`src/rtl/awg_pkg.sv`:
```
// Shared constants and types for the status-report path.
package awg_pkg;

  localparam int unsigned FRAME_LEN = 18;

  localparam logic [7:0] ASCII_S  = 8'h53;
  localparam logic [7:0] ASCII_F  = 8'h46;
  localparam logic [7:0] ASCII_A  = 8'h41;
  localparam logic [7:0] ASCII_P  = 8'h50;
  localparam logic [7:0] ASCII_SP = 8'h20;
  localparam logic [7:0] ASCII_CR = 8'h0D;
  localparam logic [7:0] ASCII_LF = 8'h0A;
  localparam logic [7:0] ASCII_0  = 8'h30;

  typedef enum logic [2:0] {
    ST_IDLE,
    ST_CONV_F,
    ST_CONV_P,
    ST_SEND,
    ST_ACK,
    ST_WAIT
  } rpt_state_e;

  function automatic logic [7:0] ascii_digit(input logic [3:0] d);
    return ASCII_0 + {4'h0, d};
  endfunction

endpackage

```
`src/rtl/state_report_if.sv`:
```
// Byte-write handshake towards the UART transmitter.
interface state_report_if;
  logic [7:0] tx_data;
  logic       tx_wr;
  logic       tx_busy;

  modport master (output tx_data, output tx_wr, input tx_busy);
  modport slave  (input tx_data, input tx_wr, output tx_busy);
endinterface

```
`src/rtl/state_report_bcd.sv`:
```
// Sequential double-dabble: 12-bit binary to 4-digit BCD in 12 shift cycles.
module bin2bcd_12 (
  input  logic        clk,
  input  logic        rst,
  input  logic        start,
  input  logic [11:0] bin,
  output logic [15:0] bcd,
  output logic        done
);

  logic [11:0] sh_q, sh_d;
  logic [15:0] acc_q, acc_d;
  logic [3:0]  cnt_q, cnt_d;
  logic        busy_q, busy_d;
  logic        done_q, done_d;
  logic [15:0] adj;

  // Add 3 to every BCD digit that is 5 or more before the next shift.
  always_comb begin
    adj = acc_q;
    for (int unsigned i = 0; i < 4; i++) begin
      if (acc_q[4*i +: 4] >= 4'd5) adj[4*i +: 4] = acc_q[4*i +: 4] + 4'd3;
    end
  end

  // Load on start when idle, then shift once per cycle; done pulses after the last shift.
  always_comb begin
    sh_d   = sh_q;
    acc_d  = acc_q;
    cnt_d  = cnt_q;
    busy_d = busy_q;
    done_d = 1'b0;
    if (!busy_q) begin
      if (start) begin
        sh_d   = bin;
        acc_d  = '0;
        cnt_d  = 4'd12;
        busy_d = 1'b1;
      end
    end else begin
      {acc_d, sh_d} = {adj, sh_q} << 1;
      cnt_d = cnt_q - 4'd1;
      if (cnt_q == 4'd1) begin
        busy_d = 1'b0;
        done_d = 1'b1;
      end
    end
  end

  // Converter registers.
  always_ff @(posedge clk or posedge rst) begin
    if (rst) begin
      sh_q   <= '0;
      acc_q  <= '0;
      cnt_q  <= '0;
      busy_q <= 1'b0;
      done_q <= 1'b0;
    end else begin
      sh_q   <= sh_d;
      acc_q  <= acc_d;
      cnt_q  <= cnt_d;
      busy_q <= busy_d;
      done_q <= done_d;
    end
  end

  assign bcd  = acc_q;
  assign done = done_q;

endmodule

```
`src/rtl/state_report.sv`:
```
// Snapshots generator settings and streams them to the UART as "S s F ffff A a P ppp\r\n".
module state_report
  import awg_pkg::*;
#(
  parameter int unsigned REPORT_PERIOD = 0
) (
  input  logic                  clk,
  input  logic                  rst,
  input  logic                  report_req,
  input  logic [2:0]            state,
  input  logic [11:0]           state_freq,
  input  logic [2:0]            state_amp,
  input  logic [7:0]            state_phase,
  state_report_if.master        tx,
  output logic                  report_busy
);

  rpt_state_e  fsm_q, fsm_d;
  logic [2:0]  snap_state_q, snap_state_d;
  logic [11:0] snap_freq_q, snap_freq_d;
  logic [2:0]  snap_amp_q, snap_amp_d;
  logic [7:0]  snap_phase_q, snap_phase_d;
  logic [15:0] freq_bcd_q, freq_bcd_d;
  logic [11:0] phase_bcd_q, phase_bcd_d;
  logic [4:0]  idx_q, idx_d;
  logic [31:0] cnt_q, cnt_d;
  logic        busy_q, busy_d;
  logic        start_q, start_d;
  logic        tx_wr_q, tx_wr_d;
  logic [7:0]  tx_data_q, tx_data_d;

  logic        auto_fire, accept, last_byte;
  logic [11:0] bcd_bin;
  logic [15:0] bcd_out;
  logic        bcd_done;
  logic [7:0]  frame_byte;

  assign auto_fire = (REPORT_PERIOD != 0) && (cnt_q == 32'(REPORT_PERIOD - 1));
  assign accept    = (fsm_q == ST_IDLE) && (report_req || auto_fire);
  assign last_byte = (idx_q == 5'(FRAME_LEN - 1));
  // The converter is shared: freq is converted first, then phase.
  assign bcd_bin   = (fsm_q == ST_CONV_P) ? {4'b0, snap_phase_q} : snap_freq_q;

  bin2bcd_12 u_bcd (
    .clk   (clk),
    .rst   (rst),
    .start (start_q),
    .bin   (bcd_bin),
    .bcd   (bcd_out),
    .done  (bcd_done)
  );

  // State register.
  always_ff @(posedge clk or posedge rst) begin
    if (rst) fsm_q <= ST_IDLE;
    else     fsm_q <= fsm_d;
  end

  // Next-state logic.
  always_comb begin
    fsm_d = fsm_q;
    case (fsm_q)
      ST_IDLE:   if (accept) fsm_d = ST_CONV_F;
      ST_CONV_F: if (bcd_done) fsm_d = ST_CONV_P;
      ST_CONV_P: if (bcd_done) fsm_d = ST_SEND;
      ST_SEND:   if (!tx.tx_busy) fsm_d = ST_ACK;
      ST_ACK:    fsm_d = ST_WAIT;
      ST_WAIT:   if (!tx.tx_busy) fsm_d = last_byte ? ST_IDLE : ST_SEND;
      default:   fsm_d = ST_IDLE;
    endcase
  end

  // Output and datapath updates per state.
  always_comb begin
    snap_state_d = snap_state_q;
    snap_freq_d  = snap_freq_q;
    snap_amp_d   = snap_amp_q;
    snap_phase_d = snap_phase_q;
    freq_bcd_d   = freq_bcd_q;
    phase_bcd_d  = phase_bcd_q;
    idx_d        = idx_q;
    cnt_d        = cnt_q;
    busy_d       = busy_q;
    tx_data_d    = tx_data_q;
    start_d      = 1'b0;
    tx_wr_d      = 1'b0;
    case (fsm_q)
      ST_IDLE: begin
        if (accept) begin
          snap_state_d = state;
          snap_freq_d  = state_freq;
          snap_amp_d   = state_amp;
          snap_phase_d = state_phase;
          busy_d       = 1'b1;
          cnt_d        = '0;
          start_d      = 1'b1;
        end else if (REPORT_PERIOD != 0) begin
          cnt_d = cnt_q + 32'd1;
        end
      end
      ST_CONV_F: begin
        if (bcd_done) begin
          freq_bcd_d = bcd_out;
          start_d    = 1'b1;
        end
      end
      ST_CONV_P: begin
        if (bcd_done) begin
          phase_bcd_d = bcd_out[11:0];
          idx_d       = '0;
        end
      end
      ST_SEND: begin
        if (!tx.tx_busy) begin
          tx_wr_d   = 1'b1;
          tx_data_d = frame_byte;
        end
      end
      ST_WAIT: begin
        if (!tx.tx_busy) begin
          if (last_byte) busy_d = 1'b0;
          else           idx_d  = idx_q + 5'd1;
        end
      end
      default: ;
    endcase
  end

  // Byte selection for the current frame position.
  always_comb begin
    frame_byte = ASCII_SP;
    case (idx_q)
      5'd0:    frame_byte = ASCII_S;
      5'd1:    frame_byte = ascii_digit({1'b0, snap_state_q});
      5'd3:    frame_byte = ASCII_F;
      5'd4:    frame_byte = ascii_digit(freq_bcd_q[15:12]);
      5'd5:    frame_byte = ascii_digit(freq_bcd_q[11:8]);
      5'd6:    frame_byte = ascii_digit(freq_bcd_q[7:4]);
      5'd7:    frame_byte = ascii_digit(freq_bcd_q[3:0]);
      5'd9:    frame_byte = ASCII_A;
      5'd10:   frame_byte = ascii_digit({1'b0, snap_amp_q});
      5'd12:   frame_byte = ASCII_P;
      5'd13:   frame_byte = ascii_digit(phase_bcd_q[11:8]);
      5'd14:   frame_byte = ascii_digit(phase_bcd_q[7:4]);
      5'd15:   frame_byte = ascii_digit(phase_bcd_q[3:0]);
      5'd16:   frame_byte = ASCII_CR;
      5'd17:   frame_byte = ASCII_LF;
      default: frame_byte = ASCII_SP;
    endcase
  end

  // Datapath registers.
  always_ff @(posedge clk or posedge rst) begin
    if (rst) begin
      snap_state_q <= '0;
      snap_freq_q  <= '0;
      snap_amp_q   <= '0;
      snap_phase_q <= '0;
      freq_bcd_q   <= '0;
      phase_bcd_q  <= '0;
      idx_q        <= '0;
      cnt_q        <= '0;
      busy_q       <= 1'b0;
      start_q      <= 1'b0;
      tx_wr_q      <= 1'b0;
      tx_data_q    <= '0;
    end else begin
      snap_state_q <= snap_state_d;
      snap_freq_q  <= snap_freq_d;
      snap_amp_q   <= snap_amp_d;
      snap_phase_q <= snap_phase_d;
      freq_bcd_q   <= freq_bcd_d;
      phase_bcd_q  <= phase_bcd_d;
      idx_q        <= idx_d;
      cnt_q        <= cnt_d;
      busy_q       <= busy_d;
      start_q      <= start_d;
      tx_wr_q      <= tx_wr_d;
      tx_data_q    <= tx_data_d;
    end
  end

  assign tx.tx_data  = tx_data_q;
  assign tx.tx_wr    = tx_wr_q;
  assign report_busy = busy_q;

endmodule

```
`src/flat_wrapper.sv`:
```
// flat-port wrapper written by rule: the top's interface ports become plain ports
module state_report_flat import awg_pkg::*;
#(
  parameter int unsigned REPORT_PERIOD = 0
)
  (clk, rst, report_req, state, state_freq, state_amp, state_phase, report_busy, tx_tx_data, tx_tx_wr, tx_tx_busy);
  state_report_if tx_i ();
  input  logic clk;
  input  logic rst;
  input  logic report_req;
  input  logic [2:0] state;
  input  logic [11:0] state_freq;
  input  logic [2:0] state_amp;
  input  logic [7:0] state_phase;
  output logic report_busy;
  output wire logic [$bits(tx_i.tx_data)-1:0] tx_tx_data;
  output wire logic [$bits(tx_i.tx_wr)-1:0] tx_tx_wr;
  input wire logic [$bits(tx_i.tx_busy)-1:0] tx_tx_busy;
  assign tx_tx_data = tx_i.tx_data;
  assign tx_tx_wr = tx_i.tx_wr;
  assign tx_i.tx_busy = tx_tx_busy;
  state_report #(.REPORT_PERIOD(REPORT_PERIOD)) u_core (.clk(clk), .rst(rst), .report_req(report_req), .state(state), .state_freq(state_freq), .state_amp(state_amp), .state_phase(state_phase), .tx(tx_i), .report_busy(report_busy));
endmodule
```
`config.mk`:
```
export PLATFORM = sky130hd
export DESIGN_NAME = state_report_flat
export DESIGN_NICKNAME = d
export VERILOG_FILES = /design/src/rtl/awg_pkg.sv /design/src/rtl/state_report_if.sv /design/src/rtl/state_report_bcd.sv /design/src/rtl/state_report.sv /design/src/flat_wrapper.sv
export SDC_FILE = /design/constraint.sdc
export NUM_CORES = 1
export LEC_CHECK = 0
export CAP_MARGIN = 10
export CORE_ASPECT_RATIO = 0.5
export CORE_UTILIZATION = 45
export CTS_BUF_LIST = sky130_fd_sc_hd__clkbuf_4
export CTS_CLUSTER_DIAMETER = 100
export DETAILED_ROUTE_END_ITERATION = 8
export PLACE_DENSITY = 0.68
export RECOVER_POWER = 50
export SKIP_CTS_REPAIR_TIMING = 1
export SLEW_MARGIN = 30
export SYNTH_ARGS = -nofsm -noshare
export SYNTH_HDL_FRONTEND = slang
export SYNTH_SLANG_ARGS = --single-unit
```
`constraint.sdc`:
```
create_clock -name clk -period 5.9 [get_ports clk]
set_input_delay 1.77 -clock clk [delete_from_list [all_inputs] [get_ports clk]]
set_output_delay 1.77 -clock clk [all_outputs]
set_load 0.05 [all_outputs]
```
==> run metrics <==
status finished, violations left; violated checks max-capacitance violations, max-slew violations; placed wire-length estimate 7510 um; Post-Syn Area 5520 um2; Async S/R FF share, synth 100%; via count 3726; drt pass-1 iters 4; Placement Rows 28; gpl congestion 0.822; flop and latch count out of synthesis 106; Setup TNS 0 ps; clk sink count 106; Die X 159 um; synth warn 0; CTS max path bufs 2; # DRC 0; Max VDD drop 0.000177 V; area delta synth->final 7.77%; syn nets 548; top area cells in the synthesized netlist dfrtp_1 (48%), mux2_4 (4.3%), nand2_1 (4.1%); hold_sp u_core.u_bcd.sh_q[5]; Die Y 80.3 um; Reg clk slew, reported paths 160 ps; RSZ-0062 raised after global routing false; Starting Density 46.5%; pin count of the biggest net entering global routing 84; WP data required 6250 ps; Yosys top cell by area dfrtp_1; Final Max Tran Viols 51; Final period util 65.5%; crit path time final 3860 ps; PD cells 455 nW/um2; Max Cap Viol 2; CP startpoint kind register; leakage power 2.58 nW; Slew @ Worst Pin 2100 ps; total routed wirelength 10800 um; global-route wire length before repair 18100 um; final core occ 50.1%; sequential fraction of the synthesis area 48.0%; Wirelength per Cell 15.6 um; top-count cell post-synth dfrtp_1; Clock Skews 14.4 ps; Syn Inst Count 503; Max Fanout on Critical Path 18; clock latency on the worst-skew pair 460 ps; CTS H-tree lvls 3; Worst Reg-to-Reg Cells 3; Slew headroom -40.3%; share of the synthesized area in the top cell type 48.0%; Commonest cells post-synth dfrtp_1 (106), nand2_1 (60), o21ai_0 (24), o21ai_1 (23), mux2_2 (19); crit end category register; I/O pin count 40; Synth Flop Type dfrtp_1; antenna violations before repair 1; Int Pwr 1.62 mW; average instance area after synthesis 11.0 um2; Net Switching 1.09 mW; Final ANT Viol Nets 0; Worst Hold Class reg -> reg; combinational fraction of design power 41.0%; Final Setup Violations 0; DR iter-0 viols 182; Peak Freq 259 MHz; hold depth 2; CP startpoint u_core.fsm_q[1]; Die Area 12700 um2; GRT Total Usage 18.6%; switch share 40.1%; vias per inst 5.37; Flop pwr share 47.1%; Clk pwr share 11.9%; Post-synth EDFFs 0; IO buf count 38; WP data arrival 4210 ps; synth unique cells 63; number of nets in the layout 568; core area 11900 um2; CTS Buf Count 9; Final Hold Vio Count 0; share of layout cells above drive strength 1 10.2%; grt total ovfl 0; CTS tree yes; vias in the first global route 3464; FF-to-FF Start u_core.fsm_q[1]; clk root buf clkbuf_4; Crit Path Class reg -> reg
layout by cell type, fill, tap and decap left out, types with 5 or more instances in the layout:
cell type	n
dfrtp_1	106
a22o_1	7
nor2_1	18
nand2_1	61
mux2i_1	10
xnor2_1	6
a31oi_1	7
a21oi_1	12
ha_1	15
nor2b_1	11
mux2_2	19
clkdlybuf4s50_1	37
nor3b_1	10
o31ai_1	10
o21ai_1	11
nand2b_1	9
a21o_1	5
nand3_1	13
clkbuf_4	9
o21ai_0	36
inv_1	16
mux2_1	31
logic make-up (layout without fill, tap and decap cells):
| kind of cell | count (synthesis) | count (layout) | synth area share, % |
|---|---|---|---|
| and+or+nand+nor | 146 | 146 | 14.1 |
| AOI/OAI and AO/OA | 115 | 115 | 14.3 |
| DFF | 106 | 106 | 48.0 |
| muxes | 63 | 63 | 13.7 |
| buffers and inverters | 51 | 76 | 5.41 |
| adders and majority gates | 15 | 15 | 3.40 |
| xor gates and xnor gates | 6 | 6 | 0.952 |
| other | 1 | 2 | 0.0679 |
worst max-delay path: stages (launching register included):
cell and delay [ps]:
dfrtp_1 570, nor3b_1 1660, nand2_1 960, mux2_1 560
worst paths after layout:
check                                              end  slack, ps
worst max-delay path            u_core.phase_bcd_q[10]       2040
worst min-delay path              u_core.u_bcd.sh_q[6]        500
worst max register to register  u_core.phase_bcd_q[10]       2040
worst min register to register    u_core.u_bcd.sh_q[6]        500
max in group asynchronous       u_core.snap_state_q[1]       3150
min in group asynchronous       u_core.snap_phase_q[5]       1900
routing by layer:
layer	vias up	global-route usage, %	share of wire (%)
met5	-	0	0
met4	0	4.33	0.90
met3	8	4.26	4.3
met2	68	28.0	44
met1	1837	27.1	51
li1	1813	-	-
power by group through the flow:
stage               logic [mW]  clock network (mW)  registers (mW)
global placement          1.11                   0            1.29
CTS                       1.16               0.333            1.28
detailed placement        1.15                   0            1.30
finish                    1.11               0.321            1.28
global route              1.25               0.362            1.32
floorplan                0.932                   0            1.24
flip-flops by register name, summed over array words and instances (netlist names):
| name | cells |
|---|---|
| u_core.u_bcd.sh_q | 12 |
| u_core.snap_phase_q | 8 |
| u_core.idx_q | 5 |
| u_core.fsm_q | 3 |
| u_core.snap_state_q | 3 |
| u_core.freq_bcd_q | 16 |
| u_core.phase_bcd_q | 12 |
| u_core.snap_freq_q | 12 |
| u_core.u_bcd.busy_q | 1 |
| u_core.tx.tx_data | 7 |
| u_core.u_bcd.done | 1 |
| u_core.report_busy | 1 |
| u_core.tx.tx_wr | 1 |
| u_core.u_bcd.cnt_q | 4 |
| u_core.u_bcd.bcd | 16 |
| u_core.start_q | 1 |
| u_core.snap_amp_q | 3 |
metrics by stage:
stage          instances  hold WS (ps)  total power [mW]  setup slack [ps]  cell area (um2)
2_1_floorplan        503           441              2.17              1340             5520
3_3_place_gp         677           456              2.40              1970             5910
3_5_place_dp         677           471              2.45              1950             5910
4_1_cts              693           511              2.77              2450             6030
5_1_grt              694           535              2.93              1810             5950
6_report             694           498              2.71              2040             5950
final cells by class:
type | count | area, um2
timing repair buffer | 42 | 403
fill | 1068 | 5920
clock buffer | 9 | 67.6
sequential | 106 | 2650
antenna | 1 | 2.50
multi-input combinational | 346 | 2500
tap | 165 | 206
inverter | 18 | 72.6
clock inverter | 7 | 45.0
No activity file was read; power rests on OpenSTA's default activity.
